`config.mk`:
```
export PLATFORM = sky130hd
export DESIGN_NAME = method_call_initiator
export DESIGN_NICKNAME = d
export VERILOG_FILES = /design/src/rtl/method_call_initiator.sv
export SDC_FILE = /design/constraint.sdc
export NUM_CORES = 1
export LEC_CHECK = 0
export CORE_UTILIZATION = 52
export CTS_CLUSTER_SIZE = 28
export DETAILED_ROUTE_END_ITERATION = 8
export GPL_TIMING_DRIVEN = 0
export PLACE_DENSITY = 0.95
export SLEW_MARGIN = 40
export SYNTH_ARGS = -nofsm -noshare
export SYNTH_HDL_FRONTEND = slang
export SYNTH_SLANG_ARGS = --single-unit
```
`constraint.sdc`:
```
create_clock -name clk -period 7.1 [get_ports clk]
set_input_delay 0.71 -clock clk [delete_from_list [all_inputs] [get_ports clk]]
set_output_delay 0.71 -clock clk [all_outputs]
set_load 0.005 [all_outputs]
```
`src/rtl/method_call_initiator.sv`:
```
// Caller side of the generated-method handshake (req / busy / return).
// A one-cycle start in IDLE issues one call. The initiator then waits for the callee to
// finish, captures the return value, and reports done (with timeout if the call was aborted).
//
// Ports:
//   clk, reset        clock; synchronous active-low reset
//   start, arg        request one call (sampled only when idle) and its argument
//   active            high while a call is in flight
//   done              one-cycle pulse when a call ends (normal or aborted)
//   timeout           set with done on abort; held until the next accepted start
//   result            return value of the last successful call
//   call_count        number of successful calls (wraps)
//   m_req, m_arg      request and argument driven to the callee
//   m_busy, m_return  callee busy flag and return value
module method_call_initiator #(
  parameter int unsigned ARG_WIDTH      = 32,
  parameter int unsigned RET_WIDTH      = 32,
  parameter int unsigned GUARD_CYCLES   = 4,
  parameter int unsigned TIMEOUT_CYCLES = 10000
) (
  input  logic                 clk,
  input  logic                 reset,
  input  logic                 start,
  input  logic [ARG_WIDTH-1:0] arg,
  output logic                 active,
  output logic                 done,
  output logic                 timeout,
  output logic [RET_WIDTH-1:0] result,
  output logic [15:0]          call_count,
  output logic                 m_req,
  output logic [ARG_WIDTH-1:0] m_arg,
  input  logic                 m_busy,
  input  logic [RET_WIDTH-1:0] m_return
);

  localparam int unsigned GW = $clog2(GUARD_CYCLES + 1);

  typedef enum logic [1:0] {StIdle, StReq, StWait} state_e;

  state_e        state;
  logic [31:0]   elapsed;
  logic [GW-1:0] gcnt;

  always_ff @(posedge clk) begin
    if (!reset) begin
      state      <= StIdle;
      elapsed    <= 32'd0;
      gcnt       <= '0;
      active     <= 1'b0;
      done       <= 1'b0;
      timeout    <= 1'b0;
      result     <= '0;
      call_count <= 16'd0;
      m_req      <= 1'b0;
      m_arg      <= '0;
    end else begin
      done <= 1'b0;
      unique case (state)
        StIdle: begin
          // m_busy is deliberately ignored here.
          if (start) begin
            m_arg   <= arg;
            m_req   <= 1'b1;
            timeout <= 1'b0;
            active  <= 1'b1;
            elapsed <= 32'd1;
            gcnt    <= GW'(1);
            state   <= StReq;
          end
        end
        StReq: begin
          elapsed <= elapsed + 32'd1;
          // The guard limit lets a callee that never shows busy (zero latency) still complete.
          if (m_busy || (gcnt == GW'(GUARD_CYCLES))) begin
            m_req <= 1'b0;
            state <= StWait;
          end else begin
            gcnt <= gcnt + GW'(1);
          end
        end
        StWait: begin
          // Success takes priority over a timeout that falls in the same cycle.
          if (!m_busy) begin
            result     <= m_return;
            done       <= 1'b1;
            active     <= 1'b0;
            call_count <= call_count + 16'd1;
            state      <= StIdle;
          end else if (elapsed == TIMEOUT_CYCLES) begin
            done    <= 1'b1;
            timeout <= 1'b1;
            active  <= 1'b0;
            state   <= StIdle;
          end else begin
            elapsed <= elapsed + 32'd1;
          end
        end
        default: begin
          m_req  <= 1'b0;
          active <= 1'b0;
          state  <= StIdle;
        end
      endcase
    end
  end

endmodule

```
==> metrics.md <==
| Metric | Value |
|---|---|
| EDFF count, synth | `0` |
| Power per Cell Area | `about 320 nW/um2` |
| Layout overhead on the synthesized area | `42.13%` |
| Cell type contributing the most total cell area after synthesis | `sky130_fd_sc_hd__dfxtp_1` |
| Total CTS buffers | `17` |
| Main combinational cell family by area after synthesis | `simple AND/OR/NAND/NOR gates` |
| Status | `complete, no violations` |
| Avg Synthesized Cell Area | `7.951 um2` |
| Clock slew seen by the registers of the worst setup and hold paths | `around 0.060 ns` |
| Switching part of the total | `0.3394` |
| Fraction of synthesized cell area in xor and xnor cells | `0.02109` |
| Core area | `9910 um2` |
| Type of the tightest min-delay check | `reg2reg` |
| Post-CTS Setup Repair Bufs | `0` |
| DRT antenna net count | `0` |
| Antenna diode count | `0` |
| Setup violators final | `0` |
| Starting density of the core | `0.5448` |
| RSZ-0062 raised after global routing | `false` |
| Top cell type's share of synthesized area | `0.4487` |
| Floorplan die area | `10790 um2` |
| Net total in the final layout | `between 900 and 1k` |
| Count of maximum capacitance violations | `0` |
| Slowest CP cell | `sky130_fd_sc_hd__nor2_1` |
| Pint | `1.602 mW` |
| Boundary Pins | `152` |
| Cell types with the highest counts after synthesis | `163 x sky130_fd_sc_hd__nand2_1, 121 x sky130_fd_sc_hd__dfxtp_1, 77 x sky130_fd_sc_hd__a21oi_1` |
| Relative contribution of combinational cells to total power | `0.306` |
| Via density per instance | `~6.1` |
| Number of H-tree levels | `4` |
| Dominant cells by area after synthesis | `sky130_fd_sc_hd__dfxtp_1 45%, sky130_fd_sc_hd__nand2_1 11%, sky130_fd_sc_hd__a21oi_1 7.1%, sky130_fd_sc_hd__clkbuf_1 2.7%, sky130_fd_sc_hd__nand4_1 2.4%` |
| Share of synthesized area spent on multiplexers | `0.005562` |
| Net switching component of the power | `0.8234 mW` |
| Post-cts resize count | `0` |
| Final Slew Violations | `0` |
| Share of async-settable or async-resettable flops after synthesis | `0` |
| Largest net degree at the start of global routing | `17` |
| Minimum period implied by the final worst setup slack | `2.915 ns` |
| Post-synth net total | `756` |
| Drt wl/cell | `roughly 18 um` |
| Total routing resource utilization after global routing | `0.3402` |
| Later-pin clock latency in the skew report | `about 0.53 ns` |
| Aggregate negative setup slack | `0 ns` |
| WP data arrival | `3.32 ns` |
| CP dominant cell by count | `sky130_fd_sc_hd__inv_1` |
| Top-count cell post-synth | `sky130_fd_sc_hd__nand2_1` |
| Antenna violations before repair | `0` |
| Count of yosys warnings during synthesis | `0` |
| RD Place Congestion | `0.9522` |
| Post-Synthesis Cell Area | `around 5400 um2` |
| Vertical die dimension | `103.9 um` |
| Final std cell area, no fill | `7674 um2` |
| Via count of the first global-routing pass | `~6.3k` |
| Via count | `6081` |
| Critical path, cell by cell | `inv_1 -> ha_1 -> clkbuf_1 -> inv_1 -> nor2_1 -> nand2_1 -> buf_2 -> o41ai_1` |
| Relative contribution of sequential cells to total power | `0.330` |
| Initial DRC Count | `488` |
| Dominant synthesized flop cell | `sky130_fd_sc_hd__dfxtp_1` |
| Area after DPL | `slightly above 7000 um2` |
| Flip-flop and latch count after synthesis | `121` |
| Startpoint class of the critical path | `flip-flop` |
| Count of endpoints failing hold in the final timing report | `0` |
| CTS hold repair buffers | `0` |
| Layout fillers | `about 600` |
| Die X | `103.9 um` |
| Buffers on Ports | `150` |
| Critical Path Sink Type | `flip-flop` |
| Wire length after detailed routing | `18060 um` |
| Maximum VDD drop | `about 0.00018 V` |
| Clock root cell | `sky130_fd_sc_hd__clkbuf_8` |
| Global-route wire length before repair | `29590 um` |
| Maximum net fanout on the critical path | `10` |
| Final worst path period share | `0.4105` |
| TritonCTS clock tree | `yes` |
| Area fraction in and, or, nand and nor cells after synthesis | `0.2746` |
| Total clock sinks | `121` |
| DRC errors left | `0` |
| Count of distinct cell types in the synthesized netlist | `49` |
| Sum of net half-perimeters after detailed placement | `12090 um` |
| Synthesized netlist cell count | `679` |
| Required time reported for the critical path endpoint | `7.51 ns` |
| Max Fclk | `0.3431 GHz` |
| Pin slew with the least headroom to its limit | `0.9036 ns` |
| Share of final-layout standard cells stronger than drive strength 1 | `0.05110` |
| Placement row count | `36` |
| Total leakage power | `2.609 nW` |
| Maximum buffer depth of the clock tree | `2` |
| Post-Route Skew | `0.009402 ns` |
| Maximum cell stage delay along the critical path | `0.44 ns` |
| Worst slew slack as a fraction of its limit | `0.3920` |
| Clock group share of total power | `0.363` |
| Number of search-and-repair iterations in the first detailed-routing pass | `7` |
| Share of the yosys chip area belonging to registers | `0.4487` |
| Compound-Gate Fraction of Synth Area | `0.1838` |
| Synthesized-area fraction occupied by adder cells | `0.02086` |
| Critical path start-end classification | `reg2reg` |
| Grt ovf | `0` |
-- worst paths after layout --
check	depth (start not counted)	slack [ns]	to	from
hold / removal	2	0.45	m_arg[20]	m_arg[20]
setup / recovery	8	4.19	elapsed[24]	state[1]
hold reg to reg	2	0.45	m_arg[20]	m_arg[20]
setup reg to reg	8	4.19	elapsed[24]	state[1]
-- cells by family (layout without fill, tap and decap cells) --
kind of cell               count (synthesis)  in the layout
muxes                                      3              3
buffers and inverters                     64            246
adders and majority gates                  9              9
and+or+nand+nor                          310            310
xor gates and xnor gates                  13             13
AOI/OAI and AO/OA                        159            159
DFF                                      121            121
-- power groups by stage --
stage	sequential [mW]	clock, mW	combinational [mW]
floorplan	0.811	0	0.403
global placement	0.806	0	0.679
detailed placement	0.812	0	0.707
CTS	0.799	0.885	0.724
global route	0.809	0.912	0.801
finish	0.801	0.882	0.743
-- worst max-delay path: cells and delay by family, from the launching register on --
| family | cells | cell delay [ns] |
|---|---|---|
| AOI/OAI and AO/OA | 1 | 0.36 |
| DFF | 1 | 0.40 |
| buffers and inverters | 4 | 1.07 |
| and+or+nand+nor | 2 | 0.68 |
| adders and majority gates | 1 | 0.28 |
-- final cells by class --
class / instances / area, um2 / share of cell area
Tap cell: 133 / 166.4 / 0.02169
Inverter: 18 / 67.56 / 0.008805
Buffer: 46 / 177.7 / 0.02315
Sequential cell: 121 / 2422 / 0.3157
Clock inverter: 13 / 168.9 / 0.02201
Timing Repair Buffer: 150 / 1501 / 0.1957
Clock buffer: 19 / 431.7 / 0.05625
Multi-Input combinational cell: 494 / 2738 / 0.3568
-- placed cells by master, fill, tap and decap left out, drive strengths merged, types with 15 or more instances in the layout --
master / netlist / final
a211oi: 15 / 15
nand4: 22 / 22
a21oi: 77 / 77
inv: 17 / 20
clkdlybuf4s50: 0 / 150
clkbuf: 39 / 58
nor2: 25 / 25
nand3: 22 / 22
o21ai: 15 / 15
nand2: 163 / 163
dfxtp: 121 / 121
-- metal layers --
layer,part of all wire,GRT usage
met1,0.37,0.3710
met2,0.50,0.5910
met4,0.041,0.1980
met5,0,0
met3,0.094,0.09398
-- state kept, by name, summed over array words and instances (netlist names) --
name        flops
active          1
call_count     16
done            1
elapsed        32
gcnt            3
m_arg          32
m_req           1
result         32
state           2
timeout         1
-- metrics by stage --
step	cells	power (mW)	hold WS, ns	worst slack [ns]	utilization
finish	994	2.426	0.4531	4.185	0.7744
global route	994	2.522	0.4734	3.995	0.7744
CTS	994	2.408	0.4558	4.287	0.7744
detailed placement	962	1.519	0.4479	3.954	0.7138
global placement	962	1.486	0.4409	4.072	0.7131
floorplan	679	1.214	0.4527	4.820	-
Power figures use the tool's default switching activity.
